==> src/rtl/fp32_pkg.sv <==
// Shared FP32 definitions: field widths, comparator op encoding, canonical NaN
// and helper functions used by the compare datapath and its controllers.
package fp32_pkg;

  localparam int FP_SIGN_W = 1;
  localparam int FP_EXP_W  = 8;
  localparam int FP_MANT_W = 23;

  localparam logic [31:0] FP_QNAN = 32'h7FC0_0000;

  typedef enum logic [2:0] {
    CMP_GTE = 3'd0,
    CMP_GT  = 3'd1,
    CMP_EQ  = 3'd2,
    CMP_LT  = 3'd3,
    CMP_LTE = 3'd4
  } cmp_op_e;

  typedef enum logic [1:0] {
    ST_IDLE = 2'd0,
    ST_RUN  = 2'd1,
    ST_WAIT = 2'd2,
    ST_DONE = 2'd3
  } argext_state_e;

  function automatic logic is_nan(input logic [31:0] x);
    return (x[FP_MANT_W +: FP_EXP_W] == 8'hFF) && (x[FP_MANT_W-1:0] != 23'd0);
  endfunction

  // Maps sign-magnitude FP32 onto an unsigned key with the same total order
  // (-0.0 sorts just below +0.0, infinities at the ends).
  function automatic logic [31:0] order_key(input logic [31:0] x);
    if (x[31]) begin
      return ~x;
    end else begin
      return {1'b1, x[30:0]};
    end
  endfunction

endpackage

==> src/rtl/fp32_cmp_core.sv <==
// Two-stage FP32 comparator: inputs registered, result computed and registered.
// NaN operands make every relation false and raise o_nan_err with the result.
module fp32_cmp_core
  import fp32_pkg::*;
(
  input  logic        clk,
  input  logic        rstn,
  input  logic        i_valid,
  input  logic [31:0] i_a,
  input  logic [31:0] i_b,
  input  cmp_op_e     i_op,
  output logic        o_res_valid,
  output logic        o_res,
  output logic        o_nan_err
);

  logic        v1_r;
  logic [31:0] a1_r;
  logic [31:0] b1_r;
  cmp_op_e     op1_r;
  logic [31:0] ka_s;
  logic [31:0] kb_s;
  logic        rel_s;
  logic        nan_s;

  // Stage 1: capture operands.
  always_ff @(posedge clk or negedge rstn) begin
    if (!rstn) begin
      v1_r  <= 1'b0;
      a1_r  <= 32'd0;
      b1_r  <= 32'd0;
      op1_r <= CMP_GTE;
    end else begin
      v1_r  <= i_valid;
      a1_r  <= i_a;
      b1_r  <= i_b;
      op1_r <= i_op;
    end
  end

  // Relation on the order keys.
  always_comb begin
    ka_s  = order_key(a1_r);
    kb_s  = order_key(b1_r);
    nan_s = is_nan(a1_r) | is_nan(b1_r);
    case (op1_r)
      CMP_GTE: rel_s = (ka_s >= kb_s);
      CMP_GT:  rel_s = (ka_s >  kb_s);
      CMP_EQ:  rel_s = (ka_s == kb_s);
      CMP_LT:  rel_s = (ka_s <  kb_s);
      CMP_LTE: rel_s = (ka_s <= kb_s);
      default: rel_s = 1'b0;
    endcase
  end

  // Stage 2: register the result.
  always_ff @(posedge clk or negedge rstn) begin
    if (!rstn) begin
      o_res_valid <= 1'b0;
      o_res       <= 1'b0;
      o_nan_err   <= 1'b0;
    end else begin
      o_res_valid <= v1_r;
      o_res       <= v1_r & rel_s & ~nan_s;
      o_nan_err   <= v1_r & nan_s;
    end
  end

endmodule

==> src/rtl/fp32_argext_ctrl.sv <==
// Streaming arg-max/arg-min controller: consumes a vector of FP32 words and uses
// one shared fp32_cmp_core to track the running extreme and its index.
module fp32_argext_ctrl
  import fp32_pkg::*;
#(
  parameter int MAX_LEN = 256,
  parameter int IDX_W   = $clog2(MAX_LEN)
) (
  input  logic             clk,
  input  logic             rstn,
  input  logic             i_start,
  input  logic             i_mode,
  input  logic [IDX_W:0]   i_len,
  output logic             o_busy,
  input  logic             i_valid,
  input  logic [31:0]      i_data,
  output logic             o_ready,
  output logic             o_done,
  output logic [31:0]      o_val,
  output logic [IDX_W-1:0] o_idx,
  output logic             o_nan_err,
  output logic             o_len_err
);

  localparam logic [IDX_W:0] LEN_MAX = (IDX_W+1)'(MAX_LEN);
  localparam logic [IDX_W:0] ONE     = (IDX_W+1)'(1);

  argext_state_e    state_r, state_nxt_s;
  logic             mode_r, mode_nxt_s;
  logic [IDX_W:0]   len_r, len_nxt_s;
  logic [IDX_W:0]   count_r, count_nxt_s;
  logic [31:0]      best_r, best_nxt_s;
  logic [IDX_W-1:0] best_idx_r, best_idx_nxt_s;
  logic             best_valid_r, best_valid_nxt_s;
  logic [31:0]      hold_r, hold_nxt_s;
  logic [IDX_W-1:0] hold_idx_r, hold_idx_nxt_s;
  logic             nan_err_r, nan_err_nxt_s;
  logic             len_err_r, len_err_nxt_s;
  logic [31:0]      val_r, val_nxt_s;
  logic [IDX_W-1:0] idx_r, idx_nxt_s;
  logic             ready_r, busy_r, done_r;
  logic             hs_s, last_s, load_res_s, clr_res_s;
  logic             cmp_valid_s;
  cmp_op_e          cmp_op_s;
  logic             cmp_res_valid_s, cmp_res_s, cmp_nan_s;

  fp32_cmp_core u_cmp (
    .clk         (clk),
    .rstn        (rstn),
    .i_valid     (cmp_valid_s),
    .i_a         (i_data),
    .i_b         (best_r),
    .i_op        (cmp_op_s),
    .o_res_valid (cmp_res_valid_s),
    .o_res       (cmp_res_s),
    .o_nan_err   (cmp_nan_s)
  );

  // Next-state and datapath control.
  always_comb begin
    state_nxt_s      = state_r;
    mode_nxt_s       = mode_r;
    len_nxt_s        = len_r;
    count_nxt_s      = count_r;
    best_nxt_s       = best_r;
    best_idx_nxt_s   = best_idx_r;
    best_valid_nxt_s = best_valid_r;
    hold_nxt_s       = hold_r;
    hold_idx_nxt_s   = hold_idx_r;
    nan_err_nxt_s    = nan_err_r;
    len_err_nxt_s    = len_err_r;
    load_res_s       = 1'b0;
    clr_res_s        = 1'b0;
    cmp_valid_s      = 1'b0;
    cmp_op_s         = mode_r ? CMP_LT : CMP_GT;
    hs_s             = i_valid & ready_r;
    last_s           = ((count_r + ONE) == len_r);

    case (state_r)
      ST_IDLE: begin
        if (i_start) begin
          clr_res_s     = 1'b1;
          nan_err_nxt_s = 1'b0;
          if ((i_len != '0) && (i_len <= LEN_MAX)) begin
            mode_nxt_s       = i_mode;
            len_nxt_s        = i_len;
            count_nxt_s      = '0;
            best_valid_nxt_s = 1'b0;
            len_err_nxt_s    = 1'b0;
            state_nxt_s      = ST_RUN;
          end else begin
            len_err_nxt_s = 1'b1;
            state_nxt_s   = ST_DONE;
          end
        end else begin
          state_nxt_s = ST_IDLE;
        end
      end

      ST_RUN: begin
        if (hs_s) begin
          count_nxt_s = count_r + ONE;
          if (is_nan(i_data)) begin
            nan_err_nxt_s = 1'b1;
            state_nxt_s   = last_s ? ST_DONE : ST_RUN;
            load_res_s    = last_s;
          end else if (!best_valid_r) begin
            best_nxt_s       = i_data;
            best_idx_nxt_s   = count_r[IDX_W-1:0];
            best_valid_nxt_s = 1'b1;
            state_nxt_s      = last_s ? ST_DONE : ST_RUN;
            load_res_s       = last_s;
          end else begin
            cmp_valid_s    = 1'b1;
            hold_nxt_s     = i_data;
            hold_idx_nxt_s = count_r[IDX_W-1:0];
            state_nxt_s    = ST_WAIT;
          end
        end else begin
          state_nxt_s = ST_RUN;
        end
      end

      // The comparator has fixed latency, but the update still keys off its valid.
      ST_WAIT: begin
        if (cmp_res_valid_s) begin
          if (cmp_res_s) begin
            best_nxt_s     = hold_r;
            best_idx_nxt_s = hold_idx_r;
          end else begin
            best_nxt_s     = best_r;
            best_idx_nxt_s = best_idx_r;
          end
          nan_err_nxt_s = nan_err_r | cmp_nan_s;
          if (count_r == len_r) begin
            state_nxt_s = ST_DONE;
            load_res_s  = 1'b1;
          end else begin
            state_nxt_s = ST_RUN;
          end
        end else begin
          state_nxt_s = ST_WAIT;
        end
      end

      ST_DONE: state_nxt_s = ST_IDLE;

      default: state_nxt_s = ST_IDLE;
    endcase
  end

  // Result registers: cleared on an accepted start, loaded on the way into DONE.
  always_comb begin
    val_nxt_s = val_r;
    idx_nxt_s = idx_r;
    if (clr_res_s) begin
      val_nxt_s = 32'd0;
      idx_nxt_s = '0;
    end else if (load_res_s) begin
      if (best_valid_nxt_s) begin
        val_nxt_s = best_nxt_s;
        idx_nxt_s = best_idx_nxt_s;
      end else begin
        val_nxt_s = FP_QNAN;
        idx_nxt_s = '0;
      end
    end else begin
      val_nxt_s = val_r;
      idx_nxt_s = idx_r;
    end
  end

  // State, datapath and registered output flags.
  always_ff @(posedge clk or negedge rstn) begin
    if (!rstn) begin
      state_r      <= ST_IDLE;
      mode_r       <= 1'b0;
      len_r        <= '0;
      count_r      <= '0;
      best_r       <= 32'd0;
      best_idx_r   <= '0;
      best_valid_r <= 1'b0;
      hold_r       <= 32'd0;
      hold_idx_r   <= '0;
      nan_err_r    <= 1'b0;
      len_err_r    <= 1'b0;
      val_r        <= 32'd0;
      idx_r        <= '0;
      ready_r      <= 1'b0;
      busy_r       <= 1'b0;
      done_r       <= 1'b0;
    end else begin
      state_r      <= state_nxt_s;
      mode_r       <= mode_nxt_s;
      len_r        <= len_nxt_s;
      count_r      <= count_nxt_s;
      best_r       <= best_nxt_s;
      best_idx_r   <= best_idx_nxt_s;
      best_valid_r <= best_valid_nxt_s;
      hold_r       <= hold_nxt_s;
      hold_idx_r   <= hold_idx_nxt_s;
      nan_err_r    <= nan_err_nxt_s;
      len_err_r    <= len_err_nxt_s;
      val_r        <= val_nxt_s;
      idx_r        <= idx_nxt_s;
      ready_r      <= (state_nxt_s == ST_RUN);
      busy_r       <= (state_nxt_s != ST_IDLE);
      done_r       <= (state_nxt_s == ST_DONE);
    end
  end

  assign o_ready   = ready_r;
  assign o_busy    = busy_r;
  assign o_done    = done_r;
  assign o_val     = val_r;
  assign o_idx     = idx_r;
  assign o_nan_err = nan_err_r;
  assign o_len_err = len_err_r;

endmodule

==> config.mk <==
export PLATFORM = sky130hd
export DESIGN_NAME = fp32_argext_ctrl
export DESIGN_NICKNAME = d
export VERILOG_FILES = /design/src/rtl/fp32_pkg.sv /design/src/rtl/fp32_cmp_core.sv /design/src/rtl/fp32_argext_ctrl.sv
export SDC_FILE = /design/constraint.sdc
export NUM_CORES = 1
export LEC_CHECK = 0
export BUFFER_PORTS_ARGS = -buffer_cell sky130_fd_sc_hd__buf_2
export CAP_MARGIN = 20
export CORE_ASPECT_RATIO = 1.4
export CORE_MARGIN = 3
export CORE_UTILIZATION = 38
export DETAILED_ROUTE_END_ITERATION = 16
export GPL_ROUTABILITY_DRIVEN = 0
export PLACE_DENSITY = 0.55
export SLEW_MARGIN = 20
export SYNTH_ARGS = -nofsm -noshare
export SYNTH_HDL_FRONTEND = slang
export SYNTH_SLANG_ARGS = --single-unit
export TNS_END_PERCENT = 20
==> constraint.sdc <==
create_clock -name clk -period 3.2 [get_ports clk]
set_input_delay 0.64 -clock clk [delete_from_list [all_inputs] [get_ports clk]]
set_output_delay 0.64 -clock clk [all_outputs]
set_load 0.005 [all_outputs]
### Word level (Yosys, flattened, before mapping)

Index checks and enable logic that the tools add are counted.

* register bits: 217

* add/sub/neg operators: 1
* order comparisons: 5
* eq/ne operators: 20
* muxes and demuxes: 58
* bitwise logic cells: 10
* reductions and logical operators: 19

Operator list (count)
* 32-bit two-way mux: 10
* 23-bit nonzero test: 3
* 8-bit two-way mux: 8
* 32-bit inverter: 2
* 32-bit case mux with 2 select lines: 1
* 32-bit == test: 1
* 32-bit greater-or-equal comparator: 1
* 32-bit > comparator: 1
* 32-bit <= comparator: 1
* 32-bit less-than comparator: 1
* 9-bit two-way mux: 3
* 8-bit == test (second input constant): 3
* 1-bit two-way mux: 20
* 9-bit == test: 2
* 2-bit two-way mux: 9
* 9-bit case mux with 2 select lines: 1
* 8-bit case mux with 2 select lines: 1
* 2-bit == test (second input constant): 5
* 9-bit by 1-bit adder with 9-bit output (second input constant): 1
* 9-bit <= comparator (second input constant): 1
* 9-bit nonzero test: 1
* 2-bit inequality test (second input constant): 4
* 2-bit case mux with 4 select lines: 1
* 4-bit AND reduction: 2
* other kinds (17): 30

### Longest topological paths before layout

* depth in word-level cells: 8
* gate-level depth with buffers: 11
* gate-level depth less buffers: 8

### By module

A second synthesis with hierarchy kept.

* cell total of the unflattened synthesis: 956
* area total of the unflattened synthesis: 10736.5 sq um

By module, submodules not included
* fp32_argext_ctrl: times used 1, cells an instance 695, area an instance 7449.6 sq um, sequential area each 3678.5 sq um
* fp32_cmp_core: times used 1, cells an instance 261, area an instance 3286.9 sq um, sequential area each 1776.7 sq um

### Worst setup path before layout

Ideal clock, no wire load.

* path kind: reg-to-reg
* start point: register u_cmp.a1_r[31]
* end point: register u_cmp.o_res
* setup time: 99 ps
* arrival: 2901 ps
* path slack: 199 ps
* cell stages (with the launch flop): 10
* buffers on the path: 2
* clock period less this slack: 3001 ps
* cells stage by stage: dfrtp_1 -> clkbuf_1 -> buf_1 -> xor2_1 -> ha_1 -> a21o_1 -> a221o_1 -> a221o_1 -> or4_1 -> a311oi_1

* longest elaborated chain between the ends: 6
* elaborated cells between the ends (all ways): 10

Ends and longest elaborated chain
* start, declared: line fp32_cmp_core.sv:18 `logic [31:0] a1_r;`
* start signal, assigned: line fp32_cmp_core.sv:35 `a1_r <= i_a;`
* 32-bit inverter: line fp32_pkg.sv:34 `return ~x;`
* 32-bit two-way mux (*): line fp32_pkg.sv:33 `if (x[31]) begin`
* 32-bit <= comparator, or another cell as far along: line fp32_cmp_core.sv:51 `CMP_LTE: rel_s = (ka_s <= kb_s);`
* 1-bit case mux with 5 select lines (*): line fp32_cmp_core.sv:46 `case (op1_r)`
* 1-bit AND (*) (2 in series): line fp32_cmp_core.sv:64 `o_res <= v1_r & rel_s & ~nan_s;`
* end signal, assigned: line fp32_cmp_core.sv:64
* end, declared: line fp32_cmp_core.sv:13 `output logic o_res,`

Every way passes the cells marked *; elsewhere a longest branch is shown, timed or not.
A chain may end at the register's enable or synchronous reset.

### Worst setup path in the final report

Ends and elaborated chain as after synthesis.

==> impl_metrics.json <==
{
  "ant_nets": 0,
  "min_period_ps": 2940,
  "first_pass_iters": 5,
  "core_area_um2": 27100,
  "cts_tree": "built",
  "synth.avg_cell_area_um2": 11.3,
  "peakVddDrop_mv": 0.363,
  "syn_area_um2": 10500,
  "dpl.hpwl_um": 20200,
  "antenna_found_initial": 0,
  "max_cap_violations": 0,
  "grt_util_met1": 0.241,
  "instances_no_fill": 1413,
  "area_growth_pct": 17.7,
  "final_common_cell": "dfrtp_1",
  "synth-compound-area-share": 0.135,
  "n_fill_cell": 2530,
  "antenna_cells": 0,
  "gr-max-usage-layer": "met2",
  "worstPathCellList": "buf_12, xor2_1, ha_1, a21o_1, a221o_1, a221o_1, or4_1, a311oi_1",
  "critPathLaunchType": "flop",
  "final_max_slew_viol_count": 0,
  "r2r-end": "u_cmp.o_res",
  "cts.reportedPaths.clkPinSlew_ps": 60,
  "cp.arrival_ps": 3340,
  "synth_simple_gate_area_frac": 0.112,
  "numCtsBuffers": 23,
  "timing.rr.start": "u_cmp.a1_r[31]",
  "track_usage": 0.191,
  "critical_path_class": "reg -> reg",
  "skew_ps": 10.4,
  "async_flop_share": 1.00,
  "drt-initial-drc-count": 526,
  "ys_seq_area_frac": 0.517,
  "final_cell_mix": "dfrtp_1, buf_2, nand2_1",
  "ys_warn_count": 0,
  "crit_top_cell": "a221o_1",
  "period_share": 0.920,
  "viasPerCell": 5.43,
  "r2r_setup_slack_ps": 260,
  "nets": 1118,
  "required_ps": 3590,
  "cts_sinks": 217,
  "critical_path.max_fanout": 32,
  "wl_per_cell_um": 20.1,
  "grt_util_met2": 0.342,
  "cts_max_level": 1,
  "cts_root_buf": "clkbuf_16",
  "grt_max_degree": 78,
  "slew_headroom": 0.567,
  "clkLatencyLatePin_ps": 510,
  "fp.dieW_um": 147,
  "clock_path_buffers": 3,
  "tightest_slew_ps": 646,
  "synth_top_family_by_area": "compound AO/OA/AOI/OAI gates",
  "postCtsSetupBuffers": 0,
  "fp-row-count": 71,
  "fin_util": 0.457,
  "clock.fmax_ghz": 0.340,
  "setup_viol": 0,
  "grt_pass1_wl_um": 45300,
  "cpPeakStageDelay_ps": 520,
  "outcome": "complete, no violations",
  "routed_wl_um": 28400,
  "hold_class": "in -> async",
  "rsz0062_at_grt": "no",
  "synth_cell_types": 59,
  "synth_edf_count": 0,
  "grt.overflow.total": 0,
  "hold_viol_final": 0,
  "synth_cells": 930,
  "synth_ff_type": "dfrtp_1",
  "power.total_w": 0.00902,
  "p_leak_nw": 5.91,
  "synth_nets": 1013,
  "dieArea_um2": 29700,
  "end_kind": "flop",
  "reg2reg_depth": 8,
  "synthXorXnorAreaFrac": 0.0650,
  "p_per_area_nw_per_um2": 728,
  "tns_ps": 0,
  "drc": 0,
  "synth_fa_ha_area_frac": 0.0440,
  "grt_use_met3": 0.0228,
  "first_global_vias": 8056,
  "vias": 7677,
  "drive_gt1_frac": 0.258,
  "cts_hold_buf": 0,
  "slowest_stage": "or4_1",
  "start_util": 0.388,
  "die_h_um": 203,
  "synth_seq_cells": 217,
  "place_inst": 1375,
  "ios": 91,
  "muxShareOfSynthArea": 0.0932,
  "numPortBuffers": 90
}
==> worst max path at each step <==
stage	endpoint	cells after the start	startpoint	slack, ps
CTS	o_val[15]	9	count_r[0]	180
global route	o_val[13]	9	count_r[0]	50
detailed placement	o_val[14]	8	i_data[2]	110
finish	u_cmp.o_res	8	u_cmp.a1_r[31]	260
global placement	o_val[8]	8	i_data[2]	140
floorplan	u_cmp.o_res	9	u_cmp.a1_r[31]	200
==> Yosys cell counts, types with 6 or more instances <==
| cell | number | area, um^2 |
|---|---|---|
| a21oi_1 | 12 | 60.1 |
| dfrtp_1 | 217 | 5430 |
| and3_1 | 35 | 219 |
| xor2_1 | 37 | 324 |
| clkbuf_1 | 46 | 173 |
| or4_1 | 6 | 45.0 |
| buf_2 | 6 | 30.0 |
| mux2_2 | 74 | 833 |
| nor2_1 | 20 | 75.1 |
| xnor2_1 | 41 | 359 |
| o21ai_0 | 31 | 155 |
| o2111ai_1 | 8 | 70.1 |
| o21ai_2 | 10 | 87.6 |
| ha_1 | 37 | 463 |
| nor4_1 | 22 | 138 |
| a211oi_1 | 33 | 248 |
| nand4_1 | 18 | 113 |
| nand3_1 | 15 | 75.1 |
| a22oi_1 | 45 | 338 |
| mux2i_1 | 9 | 90.1 |
| nor3_1 | 12 | 60.1 |
| o21ai_1 | 20 | 100 |
| inv_1 | 19 | 71.3 |
| nand2_1 | 77 | 289 |
==> cell type report <==
cell class                      instances  area (um^2)  area share
Tap cell                              365          457      0.0369
Timing Repair Buffer                  142          963      0.0778
Clock inverter                          5         53.8     0.00435
Clock buffer                           33          653      0.0528
Multi-Input combinational cell        632         4750       0.384
Sequential cell                       217         5430       0.439
Inverter                               19         71.3     0.00576
==> stage by stage <==
stage | hold WS [ps] | area, um^2 | setup WS [ps]
after CTS | 125 | 12400 | 178
after detailed placement | 359 | 11700 | 108
after global placement | 358 | 11700 | 140
final | 83.0 | 12400 | 257
after floorplan | 344 | 10500 | 199
after global routing | 136 | 12400 | 45.4
==> per-layer routing <==
| layer | routed length [um] | part of all wire | vias to the layer above |
|---|---|---|---|
| li1 | - | - | 3617 |
| met1 | 12100 | 0.43 | 3844 |
| met2 | 14500 | 0.51 | 163 |
| met3 | 1050 | 0.037 | 53 |
| met4 | 796 | 0.028 | 0 |
| met5 | 0 | 0 | - |
==> state kept, by name, indices dropped and copies added, names as in the netlist, 8 cells and up <==
register / flops
len_r: 9
u_cmp.a1_r: 32
best_r: 32
best_idx_r: 8
hold_idx_r: 8
o_val: 32
u_cmp.b1_r: 32
hold_r: 32
o_idx: 8
count_r: 9
==> power by group <==
group          switching, W  internal (W)  total, W  leakage, nW
Clock               0.00106       0.00149   0.00255        0.349
Combinational       0.00168       0.00115   0.00283         2.69
Sequential         0.000367       0.00327   0.00363         2.86
==> cells by family after synthesis <==
kind of cell               Yosys count
AOI/OAI and AO/OA                  201
buffers and inverters               81
and+or+nand+nor                    227
xor gates and xnor gates            78
adders and majority gates           37
DFF                                217
other                                1
muxes                               88
==> worst max-delay path, delay by kind of cell (launching register included) <==
kind	cells	cell delay, ps
compound gates	4	1190
fa+ha+maj	1	330
xor+xnor	1	190
buf+inv	1	190
flops	1	400
simple gates	1	520
==> repair_timing <==
item | 4_1_cts | 5_1_grt
gates resized for setup | 0 | 1
endpoints found under the setup margin | 0 | 12
endpoints found under the hold margin | 0 | 0
Note: power is estimated with default switching activity, not from simulation.
